[config.mk]
export PLATFORM = sky130hd
export DESIGN_NAME = clk_ratio_meter_flat
export DESIGN_NICKNAME = d
export VERILOG_FILES = /design/src/rtl/clk_ratio_meter_pkg.sv /design/src/rtl/clk_ratio_meter_if.sv /design/src/rtl/clk_ratio_meter_sync_rise_det.sv /design/src/rtl/clk_ratio_meter.sv /design/src/flat_wrapper.sv
export SDC_FILE = /design/constraint.sdc
export NUM_CORES = 1
export LEC_CHECK = 0
export ABC_AREA = 1
export ABC_CLOCK_PERIOD_IN_PS = 2800
export BUFFER_PORTS_ARGS = -buffer_cell sky130_fd_sc_hd__buf_2
export CORE_UTILIZATION = 48
export DETAILED_ROUTE_END_ITERATION = 7
export GPL_TIMING_DRIVEN = 0
export MAX_ROUTING_LAYER = met4
export PLACE_DENSITY = 0.74
export REMOVE_ABC_BUFFERS = 1
export SYNTH_ARGS = -nofsm -noshare
export SYNTH_HDL_FRONTEND = slang
export SYNTH_HIERARCHICAL = 1
export SYNTH_SLANG_ARGS = --single-unit
[constraint.sdc]
create_clock -name clkin -period 2.8 [get_ports clkin]
set_clock_uncertainty 0.2 [all_clocks]
set_input_delay 0.28 -clock clkin [delete_from_list [all_inputs] [get_ports clkin]]
set_output_delay 0.28 -clock clkin [all_outputs]
set_load 0.1 [all_outputs]
[src/rtl/clk_ratio_meter_pkg.sv]
// Shared types and defaults for the divided-clock ratio meter.
package clk_ratio_meter_pkg;

    // Measurement sequencer states.
    typedef enum logic [1:0] {
        ST_IDLE = 2'd0,
        ST_ARM  = 2'd1,
        ST_MEAS = 2'd2,
        ST_DONE = 2'd3
    } state_e;

    localparam int CNT_W_DEF    = 16;
    localparam int AVG_LOG2_DEF = 2;
    localparam int TIMEOUT_DEF  = 1024;

    // Timeout counter width; covers the full 2..65535 timeout range.
    localparam int TMO_W = 16;

    // Number of sig_in periods in one averaging window.
    function automatic int period_target(input int avg_log2);
        return 1 << avg_log2;
    endfunction

    localparam int PER_TGT_DEF = period_target(AVG_LOG2_DEF);

endpackage

[src/rtl/clk_ratio_meter_if.sv]
// Request/result bundle between a controller and the ratio meter.
interface clk_ratio_meter_if
    import clk_ratio_meter_pkg::*;
#(
    parameter int CNT_W = CNT_W_DEF
);
    logic             start;
    logic             busy;
    logic             done;
    logic [CNT_W-1:0] ratio;
    logic [CNT_W-1:0] high_total;
    logic             timeout;
    logic             ovf;

    // Controller side: issues start, reads results.
    modport master (
        output start,
        input  busy, done, ratio, high_total, timeout, ovf
    );

    // Meter side: accepts start, produces results.
    modport slave (
        input  start,
        output busy, done, ratio, high_total, timeout, ovf
    );
endinterface

[src/rtl/clk_ratio_meter_sync_rise_det.sv]
// Two-flop synchroniser plus history flop for an asynchronous level; flags
// the first synchronised cycle after a 0->1 transition.
module sync_rise_det (
    input  logic clkin,
    input  logic nrst,
    input  logic sig_in,
    output logic level,
    output logic rise
);
    logic s1_q, s2_q, s3_q;
    logic s1_d, s2_d, s3_d;

    // Shift the sampled level down the chain.
    always_comb begin
        s1_d = sig_in;
        s2_d = s1_q;
        s3_d = s2_q;
    end

    // Synchroniser and history registers.
    always_ff @(posedge clkin or negedge nrst) begin
        if (!nrst) begin
            s1_q <= 1'b0;
            s2_q <= 1'b0;
            s3_q <= 1'b0;
        end else begin
            s1_q <= s1_d;
            s2_q <= s2_d;
            s3_q <= s3_d;
        end
    end

    assign level = s2_q;
    assign rise  = s2_q & ~s3_q;
endmodule

[src/rtl/clk_ratio_meter.sv]
// Counts clkin cycles and sig_in high cycles across 2^AVG_LOG2 periods of
// the divided clock, giving a fixed-point divide ratio and the high time.
module clk_ratio_meter
    import clk_ratio_meter_pkg::*;
#(
    parameter int CNT_W    = CNT_W_DEF,
    parameter int AVG_LOG2 = AVG_LOG2_DEF,
    parameter int TIMEOUT  = TIMEOUT_DEF
) (
    input  logic clkin,
    input  logic nrst,
    input  logic sig_in,
    clk_ratio_meter_if.slave bus
);
    localparam int                PER_W    = AVG_LOG2 + 1;
    localparam logic [CNT_W-1:0]  CNT_MAX  = '1;
    localparam logic [PER_W-1:0]  PER_LAST = PER_W'(period_target(AVG_LOG2) - 1);
    localparam logic [TMO_W-1:0]  TMO_LAST = TMO_W'(TIMEOUT - 1);

    logic level, rise;

    sync_rise_det u_sync (
        .clkin  (clkin),
        .nrst   (nrst),
        .sig_in (sig_in),
        .level  (level),
        .rise   (rise)
    );

    state_e           state_q, state_d;
    logic [CNT_W-1:0] tot_q, tot_d, hi_q, hi_d;
    logic [PER_W-1:0] per_q, per_d;
    logic [TMO_W-1:0] tmo_q, tmo_d;
    logic             sat_q, sat_d;
    logic             busy_q, busy_d, done_q, done_d;
    logic             timeout_q, timeout_d, ovf_q, ovf_d;
    logic [CNT_W-1:0] ratio_q, ratio_d, high_q, high_d;

    // Next-state and counter update for the measurement sequencer.
    always_comb begin
        // NOTE: every variable is given a default first so no branch can infer a latch.
        state_d   = state_q;
        tot_d     = tot_q;
        hi_d      = hi_q;
        per_d     = per_q;
        tmo_d     = tmo_q;
        sat_d     = sat_q;
        busy_d    = 1'b0;
        done_d    = 1'b0;
        ratio_d   = ratio_q;
        high_d    = high_q;
        timeout_d = timeout_q;
        ovf_d     = ovf_q;

        unique case (state_q)
            ST_IDLE: begin
                if (bus.start) begin
                    state_d = ST_ARM;
                    busy_d  = 1'b1;
                    tot_d   = '0;
                    hi_d    = '0;
                    per_d   = '0;
                    tmo_d   = '0;
                    sat_d   = 1'b0;
                end
            end

            ST_ARM, ST_MEAS: begin
                busy_d = 1'b1;
                if (state_q == ST_MEAS) begin
                    // Accumulators stick at all-ones; the overflow is remembered.
                    if (tot_q != CNT_MAX) tot_d = tot_q + CNT_W'(1);
                    else                  sat_d = 1'b1;
                    if (level) begin
                        if (hi_q != CNT_MAX) hi_d = hi_q + CNT_W'(1);
                        else                 sat_d = 1'b1;
                    end
                end

                if (rise) begin
                    tmo_d = '0;
                    if (state_q == ST_ARM) begin
                        // The arming edge opens the window but is not counted.
                        state_d = ST_MEAS;
                        tot_d   = '0;
                        hi_d    = '0;
                        per_d   = '0;
                        sat_d   = 1'b0;
                    end else begin
                        per_d = per_q + PER_W'(1);
                        if (per_q == PER_LAST) begin
                            // The closing edge's cycle belongs to the window.
                            state_d   = ST_DONE;
                            busy_d    = 1'b0;
                            done_d    = 1'b1;
                            ratio_d   = tot_d;
                            high_d    = hi_d;
                            timeout_d = 1'b0;
                            ovf_d     = sat_d;
                        end
                    end
                end else if (tmo_q == TMO_LAST) begin
                    state_d   = ST_DONE;
                    busy_d    = 1'b0;
                    done_d    = 1'b1;
                    ratio_d   = '0;
                    high_d    = '0;
                    timeout_d = 1'b1;
                    ovf_d     = 1'b0;
                end else begin
                    tmo_d = tmo_q + TMO_W'(1);
                end
            end

            ST_DONE: begin
                // Result cycle; a start seen here is dropped.
                state_d = ST_IDLE;
            end

            default: state_d = ST_IDLE;
        endcase
    end

    // State, counters and registered outputs.
    always_ff @(posedge clkin or negedge nrst) begin
        if (!nrst) begin
            state_q   <= ST_IDLE;
            tot_q     <= '0;
            hi_q      <= '0;
            per_q     <= '0;
            tmo_q     <= '0;
            sat_q     <= 1'b0;
            busy_q    <= 1'b0;
            done_q    <= 1'b0;
            ratio_q   <= '0;
            high_q    <= '0;
            timeout_q <= 1'b0;
            ovf_q     <= 1'b0;
        end else begin
            // NOTE: non-blocking updates so every flop samples the pre-edge values.
            state_q   <= state_d;
            tot_q     <= tot_d;
            hi_q      <= hi_d;
            per_q     <= per_d;
            tmo_q     <= tmo_d;
            sat_q     <= sat_d;
            busy_q    <= busy_d;
            done_q    <= done_d;
            ratio_q   <= ratio_d;
            high_q    <= high_d;
            timeout_q <= timeout_d;
            ovf_q     <= ovf_d;
        end
    end

    assign bus.busy       = busy_q;
    assign bus.done       = done_q;
    assign bus.ratio      = ratio_q;
    assign bus.high_total = high_q;
    assign bus.timeout    = timeout_q;
    assign bus.ovf        = ovf_q;
endmodule

[src/flat_wrapper.sv]
// flat-port wrapper written by rule: the top's interface ports become plain ports
module clk_ratio_meter_flat import clk_ratio_meter_pkg::*;
#(
    parameter int CNT_W    = CNT_W_DEF,
    parameter int AVG_LOG2 = AVG_LOG2_DEF,
    parameter int TIMEOUT  = TIMEOUT_DEF
)
  (clkin, nrst, sig_in, bus_start, bus_busy, bus_done, bus_ratio, bus_high_total, bus_timeout, bus_ovf);
  clk_ratio_meter_if #(.CNT_W(CNT_W)) bus_i ();
  input  logic clkin;
  input  logic nrst;
  input  logic sig_in;
  input wire logic [$bits(bus_i.start)-1:0] bus_start;
  output wire logic [$bits(bus_i.busy)-1:0] bus_busy;
  output wire logic [$bits(bus_i.done)-1:0] bus_done;
  output wire logic [$bits(bus_i.ratio)-1:0] bus_ratio;
  output wire logic [$bits(bus_i.high_total)-1:0] bus_high_total;
  output wire logic [$bits(bus_i.timeout)-1:0] bus_timeout;
  output wire logic [$bits(bus_i.ovf)-1:0] bus_ovf;
  assign bus_i.start = bus_start;
  assign bus_busy = bus_i.busy;
  assign bus_done = bus_i.done;
  assign bus_ratio = bus_i.ratio;
  assign bus_high_total = bus_i.high_total;
  assign bus_timeout = bus_i.timeout;
  assign bus_ovf = bus_i.ovf;
  clk_ratio_meter #(.CNT_W(CNT_W), .AVG_LOG2(AVG_LOG2), .TIMEOUT(TIMEOUT)) u_core (.clkin(clkin), .nrst(nrst), .sig_in(sig_in), .bus(bus_i));
endmodule
==> impl_summary.txt <==
----------------------------------------------------
[Synth]
  Compound-gate portion of the synthesized area ... 0.0395
  Mux share of post-synthesis cell area ... 0
  Top flip-flop cell by instance count after synthesis ... sky130_fd_sc_hd__dfrtp_1
  Fraction of synthesized cell area in xor and xnor cells ... 0.0192
  Area share of and/or/nand/nor cells after synthesis ... 0.409
  Yosys cell types ... 37
  Adder and majority cell fraction of the synthesized area ... 0.0228
  Share of async-settable or async-resettable flops after synthesis ... 1.00
  Synth Register Bits ... 93
  Yosys synthesis warning count ... 6
  Cell area after synthesis ... approximately 5500 um^2
  Dominant combinational cell family by area after synthesis ... simple AND/OR/NAND/NOR gates
  Cells after synthesis ... between 700 and 800
  Sequential area share after synthesis ... 0.425
  Number of enable flip-flop cells after synthesis ... 0
  Mean area per synthesized cell ... around 7.3 um^2

[Flow run]
  Total of max-cap violations ... 0

[Worst setup path]
  CP Class ... register to register
  Startpoint of the most critical setup path ... u_core/state_q[0]
  Category of the worst setup path launch point ... register
  Worst-path fanout max ... 12
  Startpoint of the worst register-to-register path ... u_core/state_q[0]
  Endpoint required time on the critical path ... around 2900 ps
  Element type at the critical path end ... register
  Data arrival at the endpoint of the critical path ... 2670 ps

[Timing]
  Unrepaired setup endpoints after global routing ... no
  Ratio of final minimum period to clock period ... 0.925
  Max-Slew Margin vs Limit ... 0.598
  F_max ... ~390 MHz
  Hold violation total from the final report ... 0
  Final slew viol count ... 0
  Finish-stage setup viols ... 0
  Slew @ Worst Pin ... 601 ps
  Final worst path period need ... 2590 ps

[Routing]
  DRT Wirelength ... approximately 13000 um
  Routed length per instance ... 13.6 um
  Total via count after detailed routing ... between 4000 and 5000
  Number of iterations in the first detailed-routing pass ... 5
  Remaining antenna violation count after routing ... 0
  Avg Vias per Cell ... 5.28
  Remaining DRCs ... 0
  Initial DRC count ... between 200 and 300

[Floorplan]
  Site row count ... 38
  I/O pin cnt ... 40
  Area inside the core boundary ... between 10000 and 15000 um^2
  Horiz. Die Dim ... 109 um
  Starting utilization of the core area ... 0.499
  Die area ... 11800 um^2
  Y dimension of the die ... approximately 110 um

[Finish]
  Share of post-route cells with drive strength above 1 ... 0.137
  Final nets ... 797
  Layout-stage area growth over the synthesis result ... 11.6%
  Leading cell types in the layout, fill and taps excluded ... 277 x sky130_fd_sc_hd__nand2_1, 105 x sky130_fd_sc_hd__nand3_1, 93 x sky130_fd_sc_hd__dfrtp_1
  Non-filler instance count after layout ... roughly 930
  Post-route cell area ... around 6000 um^2
  Most common cell after layout, fill and taps aside ... sky130_fd_sc_hd__nand2_1
  Antenna diode count ... 0
  Filler instances ... between 1000 and 1500
  Final core utilization ... 0.556

[Placed design]
  IO Port Bufs ... 39
  Post-DP Area ... about 5700 um^2
  Final weighted congestion of routability-driven global placement ... just under 0.9
  Detailed Place HPWL ... 8050 um
  Instance count after placement with tap cells included ... about 910

[Global route]
  Number of global-route vias before repair ... around 4600
  Global Route Usage Sum ... 0.241
  Number of antenna violations at the first check in global routing ... 0
  Wire length of the first global-routing pass ... around 22000 um
  Pin count of the biggest net entering global routing ... between 50 and 60
  Grt total ovfl ... 0

[CTS]
  Number of H-tree branching levels ... 3
  Sink Count ... between 90 and 100
  Cts bufs inserted ... 9
  TritonCTS clock tree ... built
  Register clock-pin slew on the reported worst setup and hold paths ... 60 ps
  Clock Path Buffers ... 2
  Clock Root Buffer ... sky130_fd_sc_hd__clkbuf_16
  Insertion delay to the later sink of the worst-skew pair ... about 350 ps

[Hold path]
  Type of the most critical hold path ... input port to register
  Start point of the worst min-delay path ... bus_start

[Power]
  Worst vdd rail ir drop ... 0.000802 V
  Pwr Density ... roughly 730 nW/um^2
  Pleak ... 3.26 nW
  Post-layout power ... roughly 4.5 mW

[Status]
  Status ... finished, final reports clean

----------------------------------------------------
==> cells in the mapped netlist, types with 5 or more instances <==
master                     count  share of area
sky130_fd_sc_hd__nand3_1     105          0.096
sky130_fd_sc_hd__nand4_1      19          0.022
sky130_fd_sc_hd__inv_2         6         0.0041
sky130_fd_sc_hd__buf_6         7          0.014
sky130_fd_sc_hd__nand2_1     278           0.19
sky130_fd_sc_hd__nor2_1       50          0.034
sky130_fd_sc_hd__xor2_1       10          0.016
sky130_fd_sc_hd__o21ai_0      13          0.012
sky130_fd_sc_hd__o211ai_1      6         0.0082
sky130_fd_sc_hd__nand3_2       5         0.0091
sky130_fd_sc_hd__nand2_2       5         0.0057
sky130_fd_sc_hd__ha_1         10          0.023
sky130_fd_sc_hd__dfrtp_1      93           0.42
sky130_fd_sc_hd__o21ai_1       6         0.0055
sky130_fd_sc_hd__nor2_2        8         0.0091
sky130_fd_sc_hd__inv_1        74          0.051
sky130_fd_sc_hd__buf_2         7         0.0064
==> worst max-delay path, cell delays in order, from the launching register on <==
cell and delay [ps]:
sky130_fd_sc_hd__dfrtp_1 410, sky130_fd_sc_hd__inv_1 110, sky130_fd_sc_hd__ha_2 510, sky130_fd_sc_hd__inv_2 130, sky130_fd_sc_hd__nor2_1 140, sky130_fd_sc_hd__inv_2 70, sky130_fd_sc_hd__nand2_1 80, sky130_fd_sc_hd__nand3_1 240
sky130_fd_sc_hd__clkinvlp_4 180, sky130_fd_sc_hd__buf_4 200, sky130_fd_sc_hd__o211ai_1 150, sky130_fd_sc_hd__nand2_1 100
==> layer usage <==
layer	track usage	vias to the layer above	wire, um
li1	-	2451	-
met2	0.381	122	5910
met4	0.0830	0	178
met3	0.0323	13	496
met5	-	-	0
met1	0.319	2315	6000
==> cells by family (layout without fill, tap and decap cells) <==
logic type               Yosys count  in the layout
adder cells (fa/ha/maj)           10             10
AND/OR/NAND/NOR                  496            497
flip-flops                        93             93
XOR/XNOR                          12             12
AO/OA/AOI/OAI                     35             35
buffers and inverters            104            141
==> path summary, 6_finish.rpt <==
kind	slack, ps	cells past startpoint	endpoint
min	100	3	u_core/bus.busy
min reg2reg	180	0	u_core/u_sync/level
max in group asynchronous	1490	3	u_core/tmo_q[10]
max	210	11	u_core/bus.ratio[4]
max reg2reg	210	11	u_core/bus.ratio[4]
min in group asynchronous	240	2	u_core/bus.high_total[9]
==> flip-flops by register name, indices dropped and copies added, names as in the netlist <==
register,cells
u_core/per_q,3
u_core/bus.ovf,1
u_core/bus.high_total,16
u_core/u_sync/s3_q,1
u_core/tot_q,16
u_core/bus.ratio,16
u_core/tmo_q,16
u_core/sat_q,1
u_core/u_sync/level,1
u_core/u_sync/s1_q,1
u_core/state_q,2
u_core/bus.timeout,1
u_core/bus.busy,1
u_core/bus.done,1
u_core/hi_q,16
==> where the power goes <==
part           switching [mW]  internal [mW]  total (mW)
combinational            1.25          0.347        1.60
sequential              0.102           1.45        1.56
clock                   0.524          0.810        1.33
total                    1.88           2.61        4.49
==> what timing repair did <==
item	CTS	global route
hold buffers	2	0
resized for setup	3	4
buffers inserted	0	2
gates cloned	2	0
endpoints found under the setup margin	44	61
pin swaps	1	0
hold endpoints to repair	38	0
==> through the flow <==
step	TNS (ps)	hold WS (ps)	setup slack, ps
after CTS	0	81.7	27.8
after floorplan	0	-216	401
after global routing	0	94.1	54.3
after global placement	-4360	163	-259
after detailed placement	-7990	90.9	-354
final	0	95.6	209
==> area by class of cell <==
class / count / area, um^2 / area share
Clock buffer: 11 / 243 / 0.0397
Clock inverter: 5 / 82.6 / 0.0135
Inverter: 80 / 304 / 0.0498
Multi-Input combinational cell: 554 / 2710 / 0.444
Sequential cell: 93 / 2330 / 0.381
Tap cell: 140 / 175 / 0.0287
Timing Repair Buffer: 44 / 260 / 0.0426
Timing Repair inverter: 1 / 7.51 / 0.00123
(Power assumes the default switching activity.)
